===== config.mk =====
export PLATFORM = sky130hd
export DESIGN_NAME = button_conditioner
export DESIGN_NICKNAME = d
export VERILOG_FILES = /design/src/rtl/button_conditioner.sv
export SDC_FILE = /design/constraint.sdc
export NUM_CORES = 1
export LEC_CHECK = 0
export BUFFER_PORTS_ARGS = -buffer_cell sky130_fd_sc_hd__buf_2
export CAP_MARGIN = 20
export CORE_ASPECT_RATIO = 1.1
export CORE_MARGIN = 10
export CORE_UTILIZATION = 55
export CTS_CLUSTER_DIAMETER = 150
export DETAILED_ROUTE_END_ITERATION = 10
export PLACE_DENSITY = 0.79
export SKIP_LAST_GASP = 1
export SLEW_MARGIN = 10
export SYNTH_ARGS = -nofsm -noshare
export SYNTH_HDL_FRONTEND = slang
export SYNTH_SLANG_ARGS = --single-unit

===== constraint.sdc =====
create_clock -name clk -period 2.55 [get_ports clk]
set_clock_uncertainty 0.2 [all_clocks]
set_input_delay 0.255 -clock clk [delete_from_list [all_inputs] [get_ports clk]]
set_output_delay 0.255 -clock clk [all_outputs]
set_load 0.01 [all_outputs]

===== src/rtl/button_conditioner.sv =====
// rtl/button_conditioner.sv - synchronize, debounce and edge/long-press detect raw push buttons
module button_conditioner #(
    parameter int NUM_BTN           = 2,
    parameter int DEBOUNCE_CYCLES   = 500000,
    parameter int LONG_PRESS_CYCLES = 50000000
) (
    input  logic               clk,
    input  logic               rst,
    input  logic [NUM_BTN-1:0] btn_raw,
    output logic [NUM_BTN-1:0] btn_level,
    output logic [NUM_BTN-1:0] btn_press,
    output logic [NUM_BTN-1:0] btn_release,
    output logic [NUM_BTN-1:0] btn_long
);

    localparam int DW = $clog2(DEBOUNCE_CYCLES);
    localparam int HW = $clog2(LONG_PRESS_CYCLES);
    localparam logic [DW-1:0] D_LAST = DW'(DEBOUNCE_CYCLES - 1);
    localparam logic [HW-1:0] H_LAST = HW'(LONG_PRESS_CYCLES - 1);

    typedef enum logic [1:0] {
        STABLE_LO,
        WAIT_HI,
        STABLE_HI,
        WAIT_LO
    } state_t;

    logic [NUM_BTN-1:0] sync_a;
    logic [NUM_BTN-1:0] sync_b;

    // Two-flop synchronizer per channel, nothing between the stages
    always_ff @(posedge clk) begin
        if (rst) begin
            sync_a <= '0;
            sync_b <= '0;
        end else begin
            sync_a <= btn_raw;
            sync_b <= sync_a;
        end
    end

    for (genvar g = 0; g < NUM_BTN; g++) begin : g_chan
        state_t        state, state_n;
        logic [DW-1:0] dcnt, dcnt_n;
        logic [HW-1:0] hcnt, hcnt_n;
        logic          fired, fired_n;
        logic          level_q, level_n;
        logic          press_q, press_n;
        logic          release_q, release_n;
        logic          long_q, long_n;
        logic          s;

        assign s = sync_b[g];

        // State, counters and registered outputs for this channel
        always_ff @(posedge clk) begin
            if (rst) begin
                state     <= STABLE_LO;
                dcnt      <= '0;
                hcnt      <= '0;
                fired     <= 1'b0;
                level_q   <= 1'b0;
                press_q   <= 1'b0;
                release_q <= 1'b0;
                long_q    <= 1'b0;
            end else begin
                state     <= state_n;
                dcnt      <= dcnt_n;
                hcnt      <= hcnt_n;
                fired     <= fired_n;
                level_q   <= level_n;
                press_q   <= press_n;
                release_q <= release_n;
                long_q    <= long_n;
            end
        end

        // Debounce FSM plus saturating hold counter; release completion overrides the hold update
        always_comb begin
            state_n   = state;
            dcnt_n    = dcnt;
            hcnt_n    = hcnt;
            fired_n   = fired;
            level_n   = level_q;
            press_n   = 1'b0;
            release_n = 1'b0;
            long_n    = 1'b0;

            // Hold timing runs while the debounced level is high, including a pending release
            if (state == STABLE_HI || state == WAIT_LO) begin
                if (hcnt == H_LAST) begin
                    if (!fired) begin
                        long_n  = 1'b1;
                        fired_n = 1'b1;
                    end
                end else begin
                    hcnt_n = hcnt + HW'(1);
                end
            end

            case (state)
                STABLE_LO: begin
                    if (s) begin
                        state_n = WAIT_HI;
                        dcnt_n  = DW'(1);
                    end else begin
                        dcnt_n = '0;
                    end
                end
                WAIT_HI: begin
                    if (!s) begin
                        state_n = STABLE_LO;
                        dcnt_n  = '0;
                    end else if (dcnt == D_LAST) begin
                        state_n = STABLE_HI;
                        dcnt_n  = '0;
                        hcnt_n  = '0;
                        level_n = 1'b1;
                        press_n = 1'b1;
                    end else begin
                        dcnt_n = dcnt + DW'(1);
                    end
                end
                STABLE_HI: begin
                    if (!s) begin
                        state_n = WAIT_LO;
                        dcnt_n  = DW'(1);
                    end else begin
                        dcnt_n = '0;
                    end
                end
                WAIT_LO: begin
                    // A bounce back to high keeps hcnt and fired so long-press cannot re-arm
                    if (s) begin
                        state_n = STABLE_HI;
                        dcnt_n  = '0;
                    end else if (dcnt == D_LAST) begin
                        state_n   = STABLE_LO;
                        dcnt_n    = '0;
                        level_n   = 1'b0;
                        release_n = 1'b1;
                        fired_n   = 1'b0;
                    end else begin
                        dcnt_n = dcnt + DW'(1);
                    end
                end
                default: begin
                    state_n = STABLE_LO;
                    dcnt_n  = '0;
                end
            endcase
        end

        assign btn_level[g]   = level_q;
        assign btn_press[g]   = press_q;
        assign btn_release[g] = release_q;
        assign btn_long[g]    = long_q;
    end

endmodule


==> impl_results.md <==
- Outcome: complete, no violations
- Width of the chip: 109.6 um
- Pleak: 1.714 nW
- Worst setup SP type: flip-flop
- Wirelength, routed: 9158 um
- Post-synthesis instance area: 4852 um^2
- I/O pin cnt: 12
- Initial cell density of the core: 57.11%
- Die area: 12980 um^2
- Number of buffers between clock root and the deepest sink: 2
- Average via count per standard cell: 5.593
- Critical path type: reg -> reg
- Layout overhead on the synthesized area: 7.865%
- Part of the Yosys area used for sequential elements: 44.56%
- Most common flop cell mapped by yosys: sky130_fd_sc_hd__dfxtp_1
- Nets@finish: 580
- Setup repair bufs after CTS: 0
- Buffer type at the clock tree root: sky130_fd_sc_hd__clkbuf_8
- Violation count after the first detailed-routing iteration: 110
- Later-pin clock latency in the skew report: 380 ps
- Wire length of the first global-routing pass: 16080 um
- Clock tree from TritonCTS: done
- Chip Height: 118.5 um
- Final period utilization: 92.37%
- Peak clock frequency supported by timing: 424.5 MHz
- Rel. slew slack: 52.40%
- Count of final max-slew check failures: 0
- Post-route antenna net violation count: 0
- Initial antenna violation count: 0
- Clock slew at the register clock pins of the worst setup and hold paths: 100 ps
- Worst-margin pin slew: 708.6 ps
- Worst min-delay path category: in -> reg
- Number of hold-slack violations in the final timing report: 0
- Setup TNS: 0 ps
- Final Critical Period: 2355 ps
- Power Density: 537.4 nW/um^2
- Syn Inst Count: 562
- DRC errors left: 0
- Level count of the clock H-tree: 3
- Std cell rows: 35
- Core region area: 8496 um^2
- Number of maximum-capacitance constraint violations: 0
- Synth unique cells: 42
- Routed wire length per instance: 13.31 um
- Number of diodes: 0
- Area share of the leading cell type in the synthesized netlist: 44.56%
- Final setup violating endpoints: 0
- CP Data Required Time: 2670 ps
- GP Congestion: 0.8817
- First-pass detailed-route iteration total: 5
- Total number of yosys warnings: 0
- GR Overflow Total: 0
- All-layer global routing usage: 14.62%
- Maximum number of pins on one net before global-route repair: 27
- Estimated wirelength of the detail-placed design: 6640 um
- Number of global-route vias before repair: 3627
- Final-layout worst hold slack: 38.63 ps
- Number of synthesized flops with an enable pin: 0
- Share of post-route cells with drive strength above 1: 7.972%
- Synthesized Nets: 570
- CTS buffer count: 9
- Worst IR Drop VDD: 0.0002621 V
- Count of port buffers added during placement: 11
- Synth async-reset ratio: 0%
- Synthesis-stage register bit count: 108
- RSZ-0062 raised after global routing: no
- Num Clock Sinks: 108
- Crit path DAT: 2470 ps
- Nature of the critical path endpoint: flip-flop
- Mean instance size in the synthesized netlist: 8.634 um^2
- Via Count: 3848
- Critical path fanouts, max: 8
- Most area-consuming cells after synthesis: sky130_fd_sc_hd__dfxtp_1 45%, sky130_fd_sc_hd__nor2_1 7.7%, sky130_fd_sc_hd__xor2_1 7.0%
- Synth area leader: sky130_fd_sc_hd__dfxtp_1
## worst max-delay path, cell delays in order, from the launching register on
cell                        delay, ps
sky130_fd_sc_hd__dfxtp_1          340
sky130_fd_sc_hd__or4_1            570
sky130_fd_sc_hd__or4_4            640
sky130_fd_sc_hd__o2111ai_1        250
sky130_fd_sc_hd__xnor2_1          150
sky130_fd_sc_hd__nor2b_4          150
## worst paths after layout
| path | cells after the start | slack [ps] | to | startpoint |
|---|---|---|---|---|
| worst max-delay path | 5 | 190 | g_chan[1].hcnt[14] | g_chan[1].hcnt[9] |
| worst min-delay path | 2 | 40 | sync_a[0] | rst |
| worst max register to register | 5 | 190 | g_chan[1].hcnt[14] | g_chan[1].hcnt[9] |
| worst min register to register | 1 | 240 | g_chan[1].long_q | g_chan[1].fired |
## registers in the layout (all words and copies together) (netlist names), named ones only
register and count:
g_chan.fired 2, g_chan.state 2, g_chan.hcnt 52, g_chan.long_q 2, g_chan.level_q 2, g_chan.release_q 2, sync_a 2, g_chan.press_q 2
g_chan.dcnt 38, sync_b 2
## area by class of cell
cell class	count	area [um^2]
Fill cell	749	3262
Multi-Input combinational cell	415	2512
Sequential cell	108	2162
Timing Repair Buffer	22	155.1
Tap cell	111	138.9
Clock buffer	9	123.9
Clock inverter	7	81.33
Inverter	16	60.06
## metal layers
| metal | wire length, um | GRT usage [%] | up-vias | share of wire [%] |
|---|---|---|---|---|
| met5 | 0 | 0 | - | 0 |
| met4 | 109 | 6.026 | 0 | 1.2 |
| met3 | 349 | 2.717 | 6 | 3.8 |
| met2 | 4280 | 22.85 | 53 | 47 |
| met1 | 4419 | 19.16 | 1823 | 48 |
| li1 | - | - | 1966 | - |
## where the power goes
group | leakage, nW | total (mW) | switching (mW) | internal [mW]
logic | 0.744 | 0.0449 | 0.0280 | 0.0169
registers | 0.871 | 1.70 | 0.00629 | 1.69
clock network | 0.0997 | 1.07 | 0.599 | 0.469
## metrics by stage
step           area (um^2)  cells  util [%]  power, mW  worst slack (ps)
5_1_grt               5234    688     61.61      2.923             97.84
3_3_place_gp          5005    670     58.91      1.781             168.4
3_5_place_dp          5005    670     58.91      1.782             100.9
2_1_floorplan         4852    562         -      1.769             310.5
6_report              5234    688     61.61      2.813             194.5
4_1_cts               5230    688     61.56      2.846             75.00
## cells in the final DEF, fill, tap and decap left out, drive strengths merged, types with 12 or more instances in the layout
cell type  synthesis  final
nor4              15     15
xor2              39     39
buf               13     20
and3              12     12
nand2             31     31
xnor2             37     37
nand3             37     37
nor2             101    101
a21oi             12     12
nand4             28     28
nor3              17     17
dfxtp            108    108
inv               16     19
o21ai             16     16
## kinds of logic after synthesis
group | after synthesis | synth area share, %
AOI/OAI and AO/OA | 42 | 5.286
xor gates and xnor gates | 76 | 13.72
adders and majority gates | 4 | 1.032
buffers and inverters | 39 | 3.816
DFF | 108 | 44.56
muxes | 5 | 1.032
and+or+nand+nor | 288 | 30.56
## synthesized netlist by cell type (4+ instances only)
cell and count:
sky130_fd_sc_hd__a21oi_1 12, sky130_fd_sc_hd__and3_1 12, sky130_fd_sc_hd__and4_1 11, sky130_fd_sc_hd__buf_2 4, sky130_fd_sc_hd__buf_4 9, sky130_fd_sc_hd__clkbuf_1 10
sky130_fd_sc_hd__dfxtp_1 108, sky130_fd_sc_hd__ha_1 4, sky130_fd_sc_hd__inv_1 16, sky130_fd_sc_hd__mux2i_1 5, sky130_fd_sc_hd__nand2_1 31, sky130_fd_sc_hd__nand3_1 37
sky130_fd_sc_hd__nand4_1 28, sky130_fd_sc_hd__nor2_1 100, sky130_fd_sc_hd__nor2b_1 6, sky130_fd_sc_hd__nor3_1 17, sky130_fd_sc_hd__nor4_1 15, sky130_fd_sc_hd__nor4b_1 6
sky130_fd_sc_hd__o21ai_0 11, sky130_fd_sc_hd__or3_1 5, sky130_fd_sc_hd__or4_1 9, sky130_fd_sc_hd__xnor2_1 37, sky130_fd_sc_hd__xor2_1 39
## timing repair
action | 4_1_cts | 5_1_grt
endpoints found under the setup margin | 0 | 2
resized for setup | 0 | 1
hold buffers | 2 | 0
hold endpoints to repair | 2 | 0
Note: power is estimated with default switching activity, not from simulation.
